### src/rtl/pipeline_hazard_unit_pkg.sv
// Shared definitions for the pipeline hazard unit: forwarding encodings,
// scoreboard entry layout and the opcode classes used by the ID decoder.
package pipeline_hazard_unit_pkg;

    localparam logic [1:0] FWD_RF    = 2'd0;
    localparam logic [1:0] FWD_EXMEM = 2'd1;
    localparam logic [1:0] FWD_MEMWB = 2'd2;

    // Scoreboard rd is stored at a fixed width so the struct is parameter-free.
    localparam int SB_RD_W = 8;

    typedef struct packed {
        logic               valid;
        logic [SB_RD_W-1:0] rd;
        logic               writes;
        logic               isLoad;
    } sb_entry_t;

    localparam logic [2:0] OPC_NOP    = 3'd0;
    localparam logic [2:0] OPC_ALU_RR = 3'd1;
    localparam logic [2:0] OPC_ALU_RI = 3'd2;
    localparam logic [2:0] OPC_LOAD   = 3'd3;
    localparam logic [2:0] OPC_STORE  = 3'd4;
    localparam logic [2:0] OPC_BRANCH = 3'd5;
    localparam logic [2:0] OPC_JUMP   = 3'd6;

    function automatic logic opcUsesRs1(input logic [2:0] opc);
        return (opc == OPC_ALU_RR) || (opc == OPC_ALU_RI) || (opc == OPC_LOAD) ||
               (opc == OPC_STORE)  || (opc == OPC_BRANCH);
    endfunction

    function automatic logic opcUsesRs2(input logic [2:0] opc);
        return (opc == OPC_ALU_RR) || (opc == OPC_STORE) || (opc == OPC_BRANCH);
    endfunction

    function automatic logic opcWritesRd(input logic [2:0] opc);
        return (opc == OPC_ALU_RR) || (opc == OPC_ALU_RI) || (opc == OPC_LOAD) ||
               (opc == OPC_JUMP);
    endfunction

    function automatic logic opcIsLoad(input logic [2:0] opc);
        return opc == OPC_LOAD;
    endfunction

endpackage

### src/rtl/pipeline_hazard_unit_sat_counter.sv
// Saturating event counter with asynchronous active-low clear; holds at all-ones.
module hazard_sat_counter #(
    parameter int CNT_W = 16
) (
    input  logic             clk,
    input  logic             rst_n,
    input  logic             en_i,
    output logic [CNT_W-1:0] count_o
);

    logic [CNT_W-1:0] count_q;
    logic [CNT_W-1:0] count_d;

    always_comb begin
        count_d = count_q;
        if (en_i && (count_q != '1)) begin
            count_d = count_q + 1'b1;
        end
    end

    always_ff @(posedge clk or negedge rst_n) begin
        if (!rst_n) begin
            count_q <= '0;
        end else begin
            count_q <= count_d;
        end
    end

    assign count_o = count_q;

endmodule

### src/rtl/pipeline_hazard_unit.sv
// Hazard, stall and forwarding controller for a 5-stage pipeline; keeps a
// private EX/MEM/WB scoreboard of destination registers.
module pipeline_hazard_unit
    import pipeline_hazard_unit_pkg::*;
#(
    parameter int REG_ADDR_W = 4,
    parameter int CNT_W      = 16
) (
    input  logic                  clk,
    input  logic                  rst_n,
    input  logic                  id_valid_i,
    input  logic [REG_ADDR_W-1:0] id_rs1_i,
    input  logic [REG_ADDR_W-1:0] id_rs2_i,
    input  logic                  id_uses_rs1_i,
    input  logic                  id_uses_rs2_i,
    input  logic [REG_ADDR_W-1:0] id_rd_i,
    input  logic                  id_writes_rd_i,
    input  logic                  id_is_load_i,
    input  logic                  ex_jump_taken_i,
    output logic                  stall_o,
    output logic                  flush_if_id_o,
    output logic                  bubble_id_ex_o,
    output logic [1:0]            fwd_sel_a_o,
    output logic [1:0]            fwd_sel_b_o,
    output logic [1:0]            inflight_o,
    output logic [CNT_W-1:0]      stall_cnt_o,
    output logic [CNT_W-1:0]      flush_cnt_o
);

    sb_entry_t sbEx_q, sbMem_q, sbWb_q;
    sb_entry_t sbEx_d;
    logic [1:0] fwdSelA_q, fwdSelB_q;
    logic [1:0] fwdSelA_d, fwdSelB_d;
    logic [SB_RD_W-1:0] rs1Ext, rs2Ext;
    logic hazard, idAdvance;

    assign rs1Ext = SB_RD_W'(id_rs1_i);
    assign rs2Ext = SB_RD_W'(id_rs2_i);

    assign hazard = id_valid_i && sbEx_q.valid && sbEx_q.writes && sbEx_q.isLoad &&
                    ((id_uses_rs1_i && (rs1Ext == sbEx_q.rd)) ||
                     (id_uses_rs2_i && (rs2Ext == sbEx_q.rd)));

    assign stall_o        = hazard && !ex_jump_taken_i;
    assign flush_if_id_o  = ex_jump_taken_i;
    assign bubble_id_ex_o = stall_o || ex_jump_taken_i;
    assign idAdvance      = id_valid_i && !stall_o && !ex_jump_taken_i;

    // The EX producer becomes EX_MEM and the MEM producer becomes MEM_WB by the
    // time the ID instruction reaches EX; a load in EX is handled by the stall.
    function automatic logic [1:0] fwdSelect(input logic uses, input logic [SB_RD_W-1:0] rs);
        if (uses && sbEx_q.valid && sbEx_q.writes && !sbEx_q.isLoad && (rs == sbEx_q.rd)) begin
            return FWD_EXMEM;
        end else if (uses && sbMem_q.valid && sbMem_q.writes && (rs == sbMem_q.rd)) begin
            return FWD_MEMWB;
        end
        return FWD_RF;
    endfunction

    always_comb begin
        sbEx_d    = '0;
        fwdSelA_d = FWD_RF;
        fwdSelB_d = FWD_RF;
        if (idAdvance) begin
            sbEx_d.valid  = 1'b1;
            sbEx_d.rd     = SB_RD_W'(id_rd_i);
            sbEx_d.writes = id_writes_rd_i;
            sbEx_d.isLoad = id_is_load_i;
            fwdSelA_d     = fwdSelect(id_uses_rs1_i, rs1Ext);
            fwdSelB_d     = fwdSelect(id_uses_rs2_i, rs2Ext);
        end
    end

    always_ff @(posedge clk or negedge rst_n) begin
        if (!rst_n) begin
            sbEx_q    <= '0;
            sbMem_q   <= '0;
            sbWb_q    <= '0;
            fwdSelA_q <= FWD_RF;
            fwdSelB_q <= FWD_RF;
        end else begin
            sbEx_q    <= sbEx_d;
            sbMem_q   <= sbEx_q;
            sbWb_q    <= sbMem_q;
            fwdSelA_q <= fwdSelA_d;
            fwdSelB_q <= fwdSelB_d;
        end
    end

    assign fwd_sel_a_o = fwdSelA_q;
    assign fwd_sel_b_o = fwdSelB_q;
    assign inflight_o  = {1'b0, sbEx_q.valid} + {1'b0, sbMem_q.valid} + {1'b0, sbWb_q.valid};

    hazard_sat_counter #(.CNT_W(CNT_W)) uStallCnt (
        .clk     (clk),
        .rst_n   (rst_n),
        .en_i    (stall_o),
        .count_o (stall_cnt_o)
    );

    hazard_sat_counter #(.CNT_W(CNT_W)) uFlushCnt (
        .clk     (clk),
        .rst_n   (rst_n),
        .en_i    (ex_jump_taken_i),
        .count_o (flush_cnt_o)
    );

endmodule

### config.mk
export PLATFORM = sky130hd
export DESIGN_NAME = pipeline_hazard_unit
export DESIGN_NICKNAME = d
export VERILOG_FILES = /design/src/rtl/pipeline_hazard_unit_pkg.sv /design/src/rtl/pipeline_hazard_unit_sat_counter.sv /design/src/rtl/pipeline_hazard_unit.sv
export SDC_FILE = /design/constraint.sdc
export NUM_CORES = 1
export LEC_CHECK = 0
export ABC_AREA = 1
export CAP_MARGIN = 20
export CORE_MARGIN = 5
export CORE_UTILIZATION = 45
export DETAILED_ROUTE_END_ITERATION = 8
export PLACE_DENSITY = 0.72
export SLEW_MARGIN = 0
export SYNTH_ARGS = -nofsm -noshare
export SYNTH_HDL_FRONTEND = slang
export SYNTH_SLANG_ARGS = --single-unit
### constraint.sdc
create_clock -name clk -period 1.75 [get_ports clk]
set_input_delay 0.175 -clock clk [delete_from_list [all_inputs] [get_ports clk]]
set_output_delay 0.175 -clock clk [all_outputs]
set_load 0.02 [all_outputs]
# Yosys cells after proc, flatten, opt, wreduce, memory -nomap -nowiden
# Index checks and enable logic that the tools add are counted.
# word_totals
reg_bits,58
latch_bits,0
mem_bits_rw,0
rom_bits,0
in_bits,20
wordCells,67
memories,0
# op_classes
n_addsub,4
n_mul,0
n_div,0
n_lt_le_gt_ge,0
n_eq_ne,6
shifts,0
muxes,15
bitwise_logic,0
reduce_logical,30
# op_table
operator,count
adder 16 x 1 -> 16 bit (second input constant),2
equality test 4 x 8 -> 1 bit,4
inequality test 16 bit (second input constant),2
logical AND 1 bit,25
two-way mux 2 bit,8
two-way mux 11 bit,1
two-way mux 1 bit,6
logical NOT 1 bit,3
adder 1 x 1 -> 2 bit,1
adder 2 x 1 -> 2 bit,1
logical OR 1 bit,2

# Longest topological paths before layout
# Gate-level depths: netlist of the first run.
# depth
word_depth,11
depth_mapped,11
mapped_depth_nobuf,10

# Hierarchy
# From an unflattened synthesis of the first run, not the netlist that was laid out.
# hier_totals
hier_cells,398
hier_area_um2,2979.1
# by_module_without_submodules
mod,n_inst,cells_each,area_per_inst_um2
hazard_sat_counter,2,149,1058.5
pipeline_hazard_unit,1,100,862.1

# Least setup slack after synthesis of the first run
# OpenSTA, ideal clock, no wires.
# synth_timing
path_kind,flip-flop to flip-flop
startpoint,register uFlushCnt.count_q[0] (netlist: uFlushCnt.count_o[0])
endpoint,register uFlushCnt.count_q[3] (netlist: uFlushCnt.count_o[3])
t_arrival_ps,1550
slack_ps,66
path_stages_with_launch,7
path_buffers,0
period_less_slack_ps,1684
cell_sequence,dfrtp_1 > ha_1 > nand3_1 > or2_1 > o21ai_4 > nor2_1 > xor2_1
# synth_between
elab_chain_cells,2
word_cells_on_any_way,3
# synth_lines
element,line,text
from (decl),pipeline_hazard_unit_sat_counter.sv:11,logic [CNT_W-1:0] count_q;
from (signal assigned),pipeline_hazard_unit_sat_counter.sv:25,count_q <= count_d;
branches (longest 2 deep; another with adder 16 x 1 -> 16 bit),n/a,
# Parallel ways; which one is timed is not known.
# A chain may end at the register's enable or synchronous reset.

# Worst setup path after layout of the first run
# layout_timing
startpoint,register sbEx_q[5] in the netlist's numbering
endpoint,output port bubble_id_ex_o
# layout_between
elab_chain_cells,6
word_cells_on_any_way,8
# layout_lines
element,line,text
from (decl),pipeline_hazard_unit.sv:30,"sb_entry_t sbEx_q, sbMem_q, sbWb_q;"
from (signal assigned),pipeline_hazard_unit.sv:76,sbEx_q <= '0;
from (signal assigned),pipeline_hazard_unit.sv:82,sbEx_q <= sbEx_d;
"equality test 4 x 8 -> 1 bit, on equally long branches","pipeline_hazard_unit.sv:41, pipeline_hazard_unit.sv:42",
"logical AND 1 bit, on equally long branches","pipeline_hazard_unit.sv:41, pipeline_hazard_unit.sv:42",
logical OR 1 bit (*),pipeline_hazard_unit.sv:41,((id_uses_rs1_i && (rs1Ext == sbEx_q.rd)) ||
logical AND 1 bit (*),pipeline_hazard_unit.sv:40,assign hazard = id_valid_i && sbEx_q.valid && sbEx_q.writes && sbEx_q.isLoad &&
logical AND 1 bit (*),pipeline_hazard_unit.sv:44,assign stall_o = hazard && !ex_jump_taken_i;
logical OR 1 bit (*),pipeline_hazard_unit.sv:46,assign bubble_id_ex_o = stall_o || ex_jump_taken_i;
to (decl),pipeline_hazard_unit.sv:22,"output logic bubble_id_ex_o,"
# Mark *: on every way between the ends. The rest lies on a longest branch, timed or not.

==> results.md, run 1 <==
- N_diodes: 0
- Post-Route Utilization: 63.63%
- Mapped Cells: 340
- Worst Tran Pin Value: 0.4141 ns
- Syn-to-layout area delta: 37.24%
- Worst Slack Setup Final: 0.08419 ns
- Initial antenna violation count: 0
- Drt drc: 0
- Max Cap Viol: 0
- Ys flop type: dfrtp_1
- Fin crit period: 1.666 ns
- Rel. slew slack: 72.18%
- Unrepaired setup endpoints after global routing: yes
- Skew final: 0.009520 ns
- Via count: 2450
- Non-Filler Instances: 511
- Worst reg2reg path depth: 9
- Syn avg cell area: 8.122 um^2
- Fill count: 540
- Pwr/cell area: 757.5 nW/um^2
- Register bit total from synthesis: 50
- Worst R2R Setup Slack: 0.10 ns
- Htree depth: 2
- Req. time, crit path: 1.57 ns
- Final hold violation count: 0
- Power Total: 2.871 mW
- Worst r2r dst: uFlushCnt.count_o[5]$_DFFE_PN0P_
- DP HPWL: 4935 um
- CTS sink cnt: 50
- Commonest non-fill, non-tap cell in the layout: nand2_1
- Vias in the first global route: 2465
- Clock Path Buffers: 2
- I/O Pins: 61
- Leak: 1.789 nW
- First-pass GRT wire length: 10850 um
- CP startpoint kind: flip-flop
- Pre-CTS WS: -0.3478 ns
- Grt ovf: 0
- CTS tree: yes
- Register area share after synthesis: 45.31%
- Pre-antenna DRT Iters: 4
- Setup-failing EPs final: 0
- Maximum achievable frequency: 0.6003 GHz
- DR vias/cell: 4.795
- Overall Global Routing Usage: 17.38%
- Highest-count cells in the layout ignoring fill and taps: nand2_1, clkdlybuf4s50_1, dfrtp_1, inv_1, nor2_1
- # placed instances: 498
- Status: completed
- Syn Std Cell Area: 2761 um^2
- Worst setup EP type: primary output
- Initial DRC Count: 54
- Largest net degree at the start of global routing: 24
- Worst setup startpoint: sbEx_q[5]$_DFF_PN0_
- Final wirelength: 6196 um
- Die Width: 88.34 um
- Core Area: 5956 um^2
- Hold crit path type: input port to async pin
- Post-route ant nets: 0
- Peak supply drop: 804.7 uV
- Synth Warn #: 0
- Tcrit/Tclk final: 95.19%
- Worst-path clk slew: 0.10 ns
- Routability cong.: 0.9184
- FFs w/ async S/R, synth: 100.0%
- Critical path arrival: 1.49 ns
- Hold Slack: 0.3024 ns
- Clk_lat worst skew: 0.30 ns
- Wirelength per Cell: 12.13 um
- CP max FO: 4
- Post-synth EDFFs: 0
- DIE AREA: 7803 um^2
- Max-slew violations: 0
- Nets: 458
- Worst r2r src: uFlushCnt.count_o[0]$_DFFE_PN0P_
- Syn Nets: 363
- CTS root buf: clkbuf_8
- Num CTS Buffers: 5
- Port Buf Inserts: 60
- Proportion of layout cells with a drive suffix above 1: 15.60%
- Row cnt: 28
- Crit path kind: flip-flop to primary output
- Die Y: 88.34 um
- Crit path to: bubble_id_ex_o
- Post-synthesis cell type count: 32
- Initial core utilization: 46.37%
[how the worst min path moves through the flow]
stage / startpoint / end / cells after the start
finish: rst_n / uFlushCnt.count_o[4]$_DFFE_PN0P_ / 2
detailed placement: rst_n / uFlushCnt.count_o[4]$_DFFE_PN0P_ / 1
CTS: rst_n / uFlushCnt.count_o[4]$_DFFE_PN0P_ / 2
global placement: rst_n / uFlushCnt.count_o[3]$_DFFE_PN0P_ / 1
floorplan: rst_n / fwd_sel_a_o[0]$_DFF_PN0_ / 0
global route: rst_n / uFlushCnt.count_o[2]$_DFFE_PN0P_ / 2
[Yosys cell counts (2+ instances only)]
cell type / n / area share, %
nand4_1: 4 / 0.91
inv_1: 39 / 5.3
nand3_1: 20 / 3.6
nor4_1: 2 / 0.45
nand3_2: 2 / 0.72
nand2_2: 3 / 0.68
nor2_2: 3 / 0.68
nor2_1: 33 / 4.5
dfrtp_1: 50 / 45
nor3_1: 14 / 2.5
xnor2_1: 15 / 4.8
nand3b_1: 3 / 0.82
nand2_1: 107 / 15
buf_6: 2 / 0.82
xor2_1: 21 / 6.7
ha_1: 2 / 0.91
o21ai_0: 2 / 0.36
o21ai_1: 4 / 0.72
[worst max-delay path, cell delays in order (launching register included)]
cell and delay [ns]:
dfrtp_1 0.40, inv_1 0.07, nand2_1 0.07, nand2_2 0.07
nor2_4 0.11, nand3_2 0.11, nand2_4 0.11, nand2_2 0.06
nand2_2 0.07, buf_6 0.11
[per-stage QoR]
stage | TNS (ns) | cell area, um^2
4_1_cts | 0 | 3726
6_report | 0 | 3790
3_3_place_gp | -0.5731 | 3636
3_5_place_dp | -1.306 | 3636
5_1_grt | -0.04952 | 3790
2_1_floorplan | 0 | 2761
[kinds of logic after synthesis]
| kind of cell | Yosys count | share of synthesized area (%) |
|---|---|---|
| buf+inv | 45 | 7.249 |
| fa+ha+maj | 3 | 1.631 |
| xor+xnor | 36 | 11.42 |
| simple gates | 197 | 32.17 |
| flops | 50 | 45.31 |
| compound gates | 9 | 2.221 |
[registers in the layout, indices dropped and copies added, names as in the netlist]
name and flops:
sbMem_q 6, fwd_sel_b_o 2, sbEx_q 7, sbWb_q 1
fwd_sel_a_o 2, uStallCnt.count_o 16, uFlushCnt.count_o 16
[per-layer routing]
layer	up-vias	GRT usage (%)	wire length, um	part of all wire [%]
met1	1151	23.02	2780	45
li1	1244	-	-	-
met3	4	3.538	238	3.8
met2	51	29.50	3151	51
met5	-	0	0	0
met4	0	3.846	25	0.40
[where the power goes]
part | internal (mW) | total [mW] | switching [mW]
logic | 0.393 | 0.815 | 0.422
registers | 1.26 | 1.39 | 0.122
clock network | 0.281 | 0.670 | 0.389
[layout make-up]
| type | count | area [um^2] | area share (%) |
|---|---|---|---|
| inverter | 40 | 150.1 | 3.962 |
| multi-input combinational | 245 | 1338 | 35.29 |
| clock inverter | 3 | 21.27 | 0.5612 |
| sequential | 50 | 1251 | 33.01 |
| timing repair buffer | 93 | 867.1 | 22.88 |
| clock buffer | 5 | 68.82 | 1.816 |
| tap | 75 | 93.84 | 2.476 |
[what timing repair did]
action | CTS | global route
pin swaps | 0 | 4
gates cloned | 0 | 0
setup endpoints to repair | 4 | 7
endpoints found under the hold margin | 12 | 0
hold buffers | 1 | 0
setup buffers | 0 | 4
resized for setup | 12 | 15
(Power assumes the default switching activity.)
==> run 2: changes to the inputs <==
--- a/config.mk
+++ b/config.mk
@@ -7,8 +7,9 @@
 export LEC_CHECK = 0
 export ABC_AREA = 1
 export CAP_MARGIN = 20
-export CORE_MARGIN = 5
+export CORE_MARGIN = 2
 export CORE_UTILIZATION = 45
+export CTS_CLUSTER_DIAMETER = 100
 export DETAILED_ROUTE_END_ITERATION = 8
 export PLACE_DENSITY = 0.72
 export SLEW_MARGIN = 0
==> run 2 against run 1 <==
  * Global-route usage up 2.6 points
  * Die area is 13% lower
  * Wire length rose by 0.18%
  * Clock skew grew 0.00053 ns
  * Count of clock-buffer cells in the layout unchanged
  * Sequential share of layout area up 0.41 points
  * Via count decreased by 0.29%
  * Critical endpoint is now uFlushCnt.count_o[11]$_DFFE_PN0P_
  * Largest power group unchanged
==> results.md, run 2 (synthesized netlist as in run 1, its figures left out) <==
- Status: completed
- Worst-path clk slew: 0.10 ns (about the same)
- FF+latch area: 1251 um^2 (unchanged)
- Unrepaired setup endpoints after global routing: yes
- Nets: 454 (-0.87%)
- Die Width: 82.34 um (-6.8%)
- Commonest non-fill, non-tap cell in the layout: nand2_1
- Clock Path Buffers: 2 (unchanged)
- CTS sink cnt: 50 (unchanged)
- Proportion of layout cells with a drive suffix above 1: 15.05% (-0.55 points)
- Via count: 2443 (-0.29%)
- DR vias/cell: 4.819 (+0.50%)
- Initial DRC Count: 131 (+140%)
- Critical path arrival: 1.86 ns (+0.37 ns)
- Worst Tran Pin Value: 0.5320 ns (+0.1179 ns)
- DP HPWL: 4798 um (-2.8%)
- Pwr/cell area: 768.1 nW/um^2 (+1.4%)
- Initial antenna violation count: 0 (unchanged)
- Overall Global Routing Usage: 20.00% (+2.6 points)
- Row cnt: 28 (unchanged)
- Req. time, crit path: 1.94 ns (+0.37 ns)
- Highest-count cells in the layout ignoring fill and taps: nand2_1, clkdlybuf4s50_1, dfrtp_1, inv_1, nor2_1
- Area occupied by multi-input gates: 1330 um^2 (-0.56%)
- Post-Route Utilization: 63.23% (-0.41 points)
- Dpl cell area: 3608 um^2 (-0.76%)
- Vias in the first global route: 2353 (-4.5%)
- Maximum achievable frequency: 0.6004 GHz (about the same)
- Hold crit path type: input port to async pin
- CTS root buf: clkbuf_8
- Syn-to-layout area delta: 35.57%
- Die Y: 82.34 um (-6.8%)
- I/O Pins: 61 (unchanged)
- Num CTS Buffers: 5 (unchanged)
- DIE AREA: 6779 um^2 (-13%)
- Max-slew violations: 0 (unchanged)
- Grt ovf: 0 (unchanged)
- Tcrit/Tclk final: 95.17% (about the same)
- # placed instances: 496 (-0.40%)
- Worst setup EP type: flip-flop
- Drt drc: 0 (unchanged)
- Final hold violation count: 0 (unchanged)
- Initial core utilization: 46.64% (+0.27 points)
- Largest net degree at the start of global routing: 30 (+25%)
- Core Area: 5921 um^2 (-0.59%)
- Post-route ant nets: 0 (unchanged)
- Pre-antenna DRT Iters: 4 (unchanged)
- Htree depth: 2 (unchanged)
- N_diodes: 0 (unchanged)
- Setup-failing EPs final: 0 (unchanged)
- Clk_lat worst skew: 0.31 ns (about the same)
- Port Buf Inserts: 60 (unchanged)
- Non-Filler Instances: 507 (-0.78%)
- Fin crit period: 1.665 ns (-0.0003479 ns)
- Fill count: 517 (-4.3%)
- Power Total: 2.875 mW (+0.15%)
- CP max FO: 9 (+5)
- Final instance area: 3744 um^2 (-1.2%)
- CP startpoint kind: flip-flop
- Rel. slew slack: 64.53% (-7.6 points)
- Max Cap Viol: 0 (unchanged)
- Skew final: 0.01005 ns (+0.0005288 ns)
- Routability cong.: 0.8732 (-4.9%)
- Wirelength per Cell: 12.24 um (+0.97%)
- Peak supply drop: 838.7 uV (+4.2%)
- Final wirelength: 6207 um (+0.18%)
- CTS tree: yes
- Crit path kind: flip-flop to flip-flop
- Leak: 1.766 nW (-1.3%)
- First-pass GRT wire length: 10350 um (-4.6%)
==> run 2: power breakdown <==
part	internal [mW]	switching, mW
Clock	0.289	0.417
Sequential	1.26	0.135
Combinational	0.370	0.399
==> run 2: stage by stage <==
stage / setup WS, ns / hold slack, ns / setup TNS, ns
6_report: 0.08454 / 0.3584 / 0
5_1_grt: -0.01718 / 0.3685 / -0.04857
4_1_cts: 0.01347 / 0.3675 / 0
3_5_place_dp: -0.3198 / 0.1894 / -0.9568
3_3_place_gp: -0.2784 / 0.1791 / -0.5576
2_1_floorplan: 0.06625 / -0.1206 / 0
==> run 2: worst max-delay path, stage by stage (launching register included) <==
cell and delay, ns:
dfrtp_1 0.42, ha_1 0.21, nand3_1 0.12, or2_4 0.30, o21ai_4 0.26, nor2_1 0.09, xor2_1 0.15
==> run 2: final timing paths <==
| kind | startpoint | end | slack [ns] | cells past startpoint |
|---|---|---|---|---|
| setup / recovery | uFlushCnt.count_o[1]$_DFFE_PN0P_ | uFlushCnt.count_o[11]$_DFFE_PN0P_ | 0.08 | 6 |
| hold / removal | rst_n | uFlushCnt.count_o[3]$_DFFE_PN0P_ | 0.36 | 2 |
| min in group clk | id_rd_i[0] | sbEx_q[2]$_DFF_PN0_ | 0.37 | 3 |
| hold reg to reg | sbEx_q[1]$_DFF_PN0_ | sbMem_q[1]$_DFF_PN0_ | 0.40 | 0 |
| max in group asynchronous | rst_n | sbMem_q[1]$_DFF_PN0_ | 0.85 | 3 |
| setup reg to reg | uFlushCnt.count_o[1]$_DFFE_PN0P_ | uFlushCnt.count_o[11]$_DFFE_PN0P_ | 0.08 | 6 |
==> run 2: cell type report <==
cell class / count / area share [%]
multi-input combinational: 245 / 35.53
inverter: 40 / 4.011
clock inverter: 3 / 0.6684
timing repair buffer: 89 / 22.03
sequential: 50 / 33.42
clock buffer: 5 / 1.838
tap: 75 / 2.507
==> run 2: metal layers <==
metal / share of wire (%) / track usage [%] / up-vias
li1: - / - / 1237
met1: 46 / 25.16 / 1143
met2: 48 / 33.71 / 55
met3: 4.7 / 5.217 / 8
met4: 0.90 / 6.000 / 0
met5: 0 / 0 / -
==> run 2: timing repair <==
action,CTS,global route
cloned,0,0
pin swaps,0,6
setup buffers,0,2
hold buffers,1,0
setup endpoints to repair,4,13
gates resized for setup,12,15
endpoints found under the hold margin,21,0
